## src/rtl/bcd_pkg.sv

```systemverilog
// Shared constants, state encoding and sizing helper for the BCD-to-binary converter.
package bcd_pkg;

    localparam int BCD_DIGIT_W    = 4;
    localparam int BCD_ADJ_THRESH = 8;
    localparam int BCD_ADJ        = 3;

    typedef enum logic [1:0] {
        IDLE  = 2'd0,
        SHIFT = 2'd1,
        DONE  = 2'd2
    } state_t;

    // Bits needed to hold values 0..value-1; never returns less than 1.
    function automatic int clog2(input int value);
        int bits;
        int rem;
        bits = 0;
        rem  = value - 1;
        while (rem > 0) begin
            bits = bits + 1;
            rem  = rem >> 1;
        end
        if (bits < 1) begin
            bits = 1;
        end
        return bits;
    endfunction

endpackage

```

## src/rtl/bcd_digit_adjust.sv

```systemverilog
// One-digit correction for reverse double-dabble: a shifted nibble of 8 or more loses 3.
module bcd_digit_adjust
    import bcd_pkg::*;
(
    input  logic [BCD_DIGIT_W-1:0] nibble_in,
    output logic [BCD_DIGIT_W-1:0] nibble_out
);

    localparam logic [BCD_DIGIT_W-1:0] THRESH = BCD_DIGIT_W'(BCD_ADJ_THRESH);
    localparam logic [BCD_DIGIT_W-1:0] ADJ    = BCD_DIGIT_W'(BCD_ADJ);

    // A nibble >= 8 minus 3 is still >= 5, so no borrow ever leaves the digit.
    always_comb begin
        nibble_out = nibble_in;
        if (nibble_in >= THRESH) begin
            nibble_out = nibble_in - ADJ;
        end
    end

endmodule

```

## src/rtl/bcd_to_bin_seq.sv

```systemverilog
// Sequential reverse double-dabble: packed BCD in, unsigned binary out, one shift per clock.
module bcd_to_bin_seq
    import bcd_pkg::*;
#(
    parameter int DIGITS = 5,
    parameter int BIN_W  = 17
) (
    input  logic                          clk,
    input  logic                          rst_n,
    input  logic                          start,
    input  logic [BCD_DIGIT_W*DIGITS-1:0] bcd,
    output logic [BIN_W-1:0]              bin,
    output logic                          busy,
    output logic                          done,
    output logic                          err
);

    localparam int BCD_W = BCD_DIGIT_W * DIGITS;
    localparam int CNT_W = clog2(BIN_W + 1);
    localparam logic [CNT_W-1:0] LAST_COUNT = CNT_W'(BIN_W);

    // Handshake: start is sampled only in IDLE; the accepting edge raises busy,
    // busy stays high until done, done is a single-cycle pulse with bin/err valid,
    // and start seen while busy or during done is dropped, never queued.

    state_t state;
    state_t state_next;

    logic [BCD_W-1:0] bcd_part;
    logic [BIN_W-1:0] bin_part;
    logic [CNT_W-1:0] count;
    logic             bad;

    logic [BCD_W-1:0] bcd_shift;
    logic [BCD_W-1:0] bcd_adj;
    logic [BIN_W-1:0] bin_shift;
    logic             input_bad;
    logic             last_shift;

    assign bcd_shift  = bcd_part >> 1;
    assign bin_shift  = {bcd_part[0], bin_part[BIN_W-1:1]};
    assign last_shift = (count == LAST_COUNT);

    genvar g;
    generate
        for (g = 0; g < DIGITS; g++) begin : g_adj
            bcd_digit_adjust u_adj (
                .nibble_in  (bcd_shift[g*BCD_DIGIT_W +: BCD_DIGIT_W]),
                .nibble_out (bcd_adj[g*BCD_DIGIT_W +: BCD_DIGIT_W])
            );
        end
    endgenerate

    always_comb begin
        input_bad = 1'b0;
        for (int i = 0; i < DIGITS; i++) begin
            if (bcd[i*BCD_DIGIT_W +: BCD_DIGIT_W] > BCD_DIGIT_W'(9)) begin
                input_bad = 1'b1;
            end
        end
    end

    always_ff @(posedge clk or negedge rst_n) begin
        if (!rst_n) begin
            state <= IDLE;
        end else begin
            state <= state_next;
        end
    end

    always_comb begin
        state_next = state;
        case (state)
            IDLE:    if (start) state_next = SHIFT;
            SHIFT:   if (last_shift) state_next = DONE;
            DONE:    state_next = IDLE;
            default: state_next = IDLE;
        endcase
    end

    always_comb begin
        busy = (state == SHIFT);
        done = (state == DONE);
    end

    // A non-decimal input parks the counter at its final value, so SHIFT lasts one
    // cycle and the DONE pulse reports the error with a zero result.
    always_ff @(posedge clk or negedge rst_n) begin
        if (!rst_n) begin
            bcd_part <= '0;
            bin_part <= '0;
            count    <= '0;
            bad      <= 1'b0;
            bin      <= '0;
            err      <= 1'b0;
        end else begin
            case (state)
                IDLE: begin
                    if (start) begin
                        err      <= 1'b0;
                        bad      <= input_bad;
                        bin_part <= '0;
                        bcd_part <= input_bad ? '0 : bcd;
                        count    <= input_bad ? LAST_COUNT : '0;
                    end
                end
                SHIFT: begin
                    if (!last_shift) begin
                        bcd_part <= bcd_adj;
                        bin_part <= bin_shift;
                        count    <= count + CNT_W'(1);
                    end else begin
                        bin <= bad ? '0 : bin_part;
                        err <= bad;
                    end
                end
                default: begin
                end
            endcase
        end
    end

    a_bcd_drained: assert property (@(posedge clk) disable iff (!rst_n)
        (state == SHIFT && last_shift && !bad) |-> (bcd_part == '0));

endmodule
```

## config.mk

```make
export PLATFORM = sky130hd
export DESIGN_NAME = bcd_to_bin_seq
export DESIGN_NICKNAME = d
export VERILOG_FILES = /design/src/rtl/bcd_pkg.sv /design/src/rtl/bcd_digit_adjust.sv /design/src/rtl/bcd_to_bin_seq.sv
export SDC_FILE = /design/constraint.sdc
export NUM_CORES = 1
export LEC_CHECK = 0
export CAP_MARGIN = 20
export CORE_MARGIN = 3
export CORE_UTILIZATION = 45
export CTS_BUF_LIST = sky130_fd_sc_hd__clkbuf_8 sky130_fd_sc_hd__clkbuf_16
export DETAILED_ROUTE_END_ITERATION = 10
export HOLD_SLACK_MARGIN = 0.05
export PLACE_DENSITY = 0.66
export SLEW_MARGIN = 0
export SYNTH_ARGS = -nofsm -noshare
export SYNTH_HDL_FRONTEND = slang
export SYNTH_SLANG_ARGS = --single-unit
```

## constraint.sdc

```tcl
create_clock -name clk -period 2.01 [get_ports clk]
set_input_delay 0.201 -clock clk [delete_from_list [all_inputs] [get_ports clk]]
set_output_delay 0.201 -clock clk [all_outputs]
set_load 0.01 [all_outputs]
```

# --- Word level (Yosys, flattened, before mapping) ---
# Cells that the tools add are included.
word_totals:
  register_bits: 63
  n_memories: 0
  output_inout_bits: 20
  latchBits: 0
  ramBits: 0
  rom_bits: 0
  in_bits: 23
op_classes:
  add_sub_neg: 6
  n_eq_ne: 6
  order_cmp: 10
  n_div: 0
  n_mul: 0
  bitwise_logic: 0
  n_shift: 0
  n_mux: 28
  n_reduce_logical: 7
op_table:
  columns: ["operator", "n"]
  rows:
  - ["20-bit 2-to-1 mux", 3]
  - ["17-bit 2-to-1 mux", 3]
  - ["20-bit case mux with 2 select lines", 1]
  - ["17-bit case mux with 2 select lines", 1]
  - ["4-bit greater-than comparator (second input constant)", 5]
  - ["4-bit 2-to-1 mux", 5]
  - ["4-bit >= comparator (second input constant)", 4]
  - ["4-bit by 2-bit subtractor with 4-bit output (second input constant)", 4]
  - ["5-bit 2-to-1 mux", 3]
  - ["5-bit case mux with 2 select lines", 1]
  - ["1-bit 2-to-1 mux", 7]
  - ["2-bit AND reduction", 3]
  - ["3-bit AND reduction", 2]
  - ["5-bit by 1-bit adder with 5-bit output (second input constant)", 1]
  - ["5-bit == test (second input constant)", 1]
  - ["3-bit by 4-bit >= comparator with 1-bit output (second input constant)", 1]
  - ["2-bit 2-to-1 mux", 2]
  - ["2-bit != test (second input constant)", 2]
  - ["2-bit case mux with 2 select lines", 1]
  - ["3-bit by 2-bit subtractor with 4-bit output (second input constant)", 1]
  - ["2-bit by 1-bit == test with 1-bit output (second input constant)", 1]
  - ["2-bit == test (second input constant)", 1]
  - ["2-bit zero test", 1]
  - ["2-bit by 1-bit != test with 1-bit output (second input constant)", 1]
  - ["other kinds (2)", 2]

# --- Longest topological paths before layout ---
depth:
  word_depth: 9
  ltp_mapped: 9

# --- Cells and area by module ---
# Synthesis repeated with hierarchy kept, for this count alone.
hier_totals:
  hier_cells: 363
  hier_area_um2: 3249.4
by_module_without_submodules:
  columns: ["module", "n_inst", "area_each_um2", "cells_each", "seq_area_each_um2"]
  rows:
  - ["bcd_to_bin_seq", 1, 2867.8, 308, 1576.5]
  - ["bcd_digit_adjust", 5, 76.3, 11, 0.0]

# --- Worst setup path before layout ---
# OpenSTA, ideal clock, no wires.
synth_path:
  kind: "reg2reg"
  startpoint: "register count[0]"
  endpoint: "register bcd_part[10]"
  slack_ps: 347
  period_less_slack_ps: 1663
  arrival_time_ps: 1538
  stages_incl_launch_ff: 7
  setup_ps: 126
  n_path_buf: 2
  cell_sequence: "dfrtp_1 > ha_1 > and4bb_4 > a21o_1 > buf_6 > buf_6 > a221o_1"
synth_via:
  elab_chain_len: 3
synth_lines:
  columns: ["element", "line", "rtl"]
  rows:
  - ["start, declared", "bcd_to_bin_seq.sv:31", "logic [CNT_W-1:0] count;"]
  - ["start signal, assigned", "bcd_to_bin_seq.sv:104", "count <= input_bad ? LAST_COUNT : '0;"]
  - ["start signal, assigned", "bcd_to_bin_seq.sv:111", "count <= count + CNT_W'(1);"]
  - ["5-bit == test", "bcd_to_bin_seq.sv:42", "assign last_shift = (count == LAST_COUNT);"]
  - ["2-bit != test (no line)", null, null]
  - ["3-bit AND reduction (no line)", null, null]
  - ["end signal, assigned", "bcd_to_bin_seq.sv:103", "bcd_part <= input_bad ? '0 : bcd;"]
  - ["end signal, assigned", "bcd_to_bin_seq.sv:109", "bcd_part <= bcd_adj;"]
  - ["end, declared", "bcd_to_bin_seq.sv:29", "logic [BCD_W-1:0] bcd_part;"]
# Every way passes these cells.
# A chain may end at the register's enable or synchronous reset.

# --- Final worst setup path ---
layout_path:
  startpoint: "register state[1]"
  endpoint: "output port busy"
layout_via:
  elab_chain_len: 1
layout_lines:
  columns: ["element", "line", "rtl"]
  rows:
  - ["start, declared", "bcd_to_bin_seq.sv:26", "state_t state;"]
  - ["start signal, assigned", "bcd_to_bin_seq.sv:67", "state <= state_next;"]
  - ["2-bit by 1-bit == test with 1-bit output", "bcd_to_bin_seq.sv:82", "busy = (state == SHIFT);"]
  - ["end, declared", "bcd_to_bin_seq.sv:13", "output logic busy,"]
# Every way passes these cells.

==> results.py <==
metrics = {
    "global_routing": {
        "grt_pass1_vias": 2276,
        "grt_overflow_total": 0,
        "track_usage_pct": 18.1,
        "grt_pass1_wl_um": 10800,
        "antenna_found_initial": 0,
        "grt_max_degree": 64,
    },
    "routing": {
        "routed_via_density": 5.18,
        "wl_per_cell_um": 14.2,
        "drc": 0,
        "via_count": 2302,
        "ant_nets": 0,
        "finalWirelength_um": 6320,
        "drt_iter0_drc": 101,
        "firstDrtPassIters": 4,
    },
    "clock_network": {
        "clock_sinks": 63,
        "cts_root_buffer": "clkbuf_8",
        "clock_latency_ns": 0.33,
        "clkSlewWorstSetupHoldPaths_ns": 0.07,
        "h-tree-depth": 3,
        "cts_max_path_buffers": 2,
        "cts_tree": "built",
        "numCtsBuffers": 9,
    },
    "timing": {
        "max_freq_mhz": 532,
        "fin_crit_ns": 1.88,
        "clock_skew_ns": 0.00885,
        "setup_ws_ns": 0.130,
        "hold_violations": 0,
        "maxSlewHeadroom_pct": 68.4,
        "setup-violations-final": 0,
        "final-max-slew-violation-count": 0,
        "period_share_pct": 93.5,
        "hold_slack_ns": 0.409,
        "setup_tns_ns": 0,
        "worst_pin_slew_ns": 0.471,
        "rsz0062_at_grt": "false",
    },
    "finish": {
        "drive_gt1_share_pct": 9.81,
        "syn2layout_area_growth_pct": 23.7,
        "nNetsFinal": 395,
        "design_area_mm2": 0.00374,
        "fin_cells": 444,
        "antenna_cells": 0,
        "final_util_pct": 58.2,
        "layout_common_cells": "nand2_1 (70), dfrtp_1 (63), clkdlybuf4s50_1 (41)",
        "final_common_cell": "nand2_1",
    },
    "floorplanning": {
        "die_width_um": 88.0,
        "std_cell_rows": 29,
        "dieArea_mm2": 0.00774,
        "core_mm2": 0.00642,
        "die_y_um": 88.0,
        "io_pins": 43,
        "start_util_pct": 47.1,
    },
    "synthesis": {
        "synth_top_family_by_area": "simple AND/OR/NAND/NOR gates",
        "synthMuxAreaShare_pct": 1.32,
        "synthesis.nets": 346,
        "syn_inst": 313,
        "synth_area_per_cell_um2": 9.66,
        "ys_types": 38,
        "ys_ff_latch": 63,
        "synth_compound_area_share_pct": 13.5,
        "syn_area_mm2": 0.00302,
        "yosys_warnings": 0,
        "synth_xor_xnor_area_share_pct": 2.90,
        "ys_seq_area_share_pct": 52.2,
        "synth-simple-area-share_pct": 19.8,
        "synth_fa_ha_area_share_pct": 4.14,
    },
    "worst_setup_path": {
        "r2r-end": "count[0]",
        "crit_type": "register to output pin",
        "crit_required_ns": 1.81,
        "critPathMaxFanout": 10,
        "crit_arrival_ns": 1.68,
        "r2r_cells": 8,
        "r2r_slack_ns": 0.25,
        "end_kind": "output pin",
        "start_kind": "register",
        "reg2reg_from": "count[1]",
    },
    "power": {
        "p_int_mw": 2.94,
        "peakVddDrop_v": 0.000634,
        "p_comb_share_pct": 39.7,
        "power.density_mw_per_mm2": 1280,
        "power.total_mw": 4.79,
        "clkPwrFrac_pct": 22.8,
        "leakagePower_nw": 1.73,
        "switching_share_pct": 38.7,
        "power_switching_mw": 1.85,
        "seqPwrFrac_pct": 37.5,
    },
    "run": {
        "drv_cap": 0,
    },
    "outcome": {
        "status": "finished, final reports clean",
    },
    "placed_design": {
        "gp_congestion": 0.786,
        "dpl.hpwl_um": 4260,
        "io_buffers": 42,
        "dp_cells": 427,
        "dp_slack_ns": 0.229,
        "dpl-instance-area_mm2": 0.00353,
    },
    "min_path": {
        "hp-class": "input pin to async pin",
    },
}
per-layer routing:
layer,up-vias,GRT usage [%],share of wire (%)
met1,1081,25.3,49
met2,52,27.5,47
met5,-,0,0
met4,0,8.37,0.47
met3,2,3.10,3.9
li1,1167,-,-
kinds of logic (layout without fill, tap and decap cells):
group / after synthesis / after routing
compound gates: 61 / 61
xor+xnor: 10 / 10
fa+ha+maj: 10 / 10
buf+inv: 33 / 87
flops: 63 / 63
mux: 4 / 4
simple gates: 132 / 132
cells in the mapped netlist (all sizes together):
library cell  instances  area share [%]
nand4                 6             1.2
and4bb                1            0.54
nor2b                 5             1.0
a22o                  1            0.33
xnor2                 9             2.6
o21bai                1            0.25
dfrtp                63              52
nor3                 13             2.2
o21ai                24             4.0
and4                  1            0.37
clkinv                1            0.12
a21o                  6             1.5
nand2                70             8.7
nor3b                 2            0.50
o31ai                 1            0.25
o21a                  1            0.25
nand3b                1            0.25
and3                  1            0.21
clkbuf                6            0.74
a221o                12             4.0
nand3                18             3.0
a31oi                 4            0.83
mux2i                 4             1.3
nand2b                1            0.21
a221oi                1            0.29
xor2                  1            0.29
a32oi                 2            0.58
inv                  13             1.6
ha                   10             4.1
a21oi                 8             1.3
nor2                 13             1.6
buf                  13             3.7
power by group through the flow:
stage | clock [mW] | sequential [mW] | combinational [mW]
after global routing | 1.17 | 1.84 | 2.14
final | 1.09 | 1.80 | 1.90
after global placement | 0 | 1.81 | 1.87
after detailed placement | 0 | 1.82 | 1.92
after floorplan | 0 | 1.76 | 1.45
after CTS | 1.12 | 1.80 | 1.93
timing repair:
| action | in CTS | in global routing |
|---|---|---|
| hold buffers | 1 | 0 |
| buffers inserted | 0 | 0 |
| endpoints found under the hold margin | 63 | 0 |
| gates resized for setup | 0 | 0 |
| setup endpoints to repair | 0 | 0 |
worst max-delay path, stage by stage (launching register included):
cell and delay (ns):
dfrtp_1 0.42, nand2b_1 0.19, inv_2 0.17, clkdlybuf4s50_1 0.56
sequential cells by signal (all words and copies together), names as in the netlist:
register and count:
bad 1, bcd_part 20, err 1, bin_part 17, count 5, bin 17, state 2
area by class of cell:
class,instances,area (um^2)
Clock inverter,6,60.1
Tap cell,77,96.3
Sequential cell,63,1580
Inverter,14,52.6
Timing Repair Buffer,57,556
Clock buffer,10,138
Fill cell,564,2680
Multi-Input combinational cell,217,1260
how the worst max path moves through the flow:
stage / cells past startpoint / from / to
after CTS: 3 / state[1] / busy
after global routing: 3 / state[1] / busy
final: 3 / state[1] / busy
after detailed placement: 6 / bcd[5] / bcd_part[1]
after global placement: 5 / start / bcd_part[1]
after floorplan: 6 / count[0] / bcd_part[10]
Note: power is estimated with default switching activity, not from simulation.
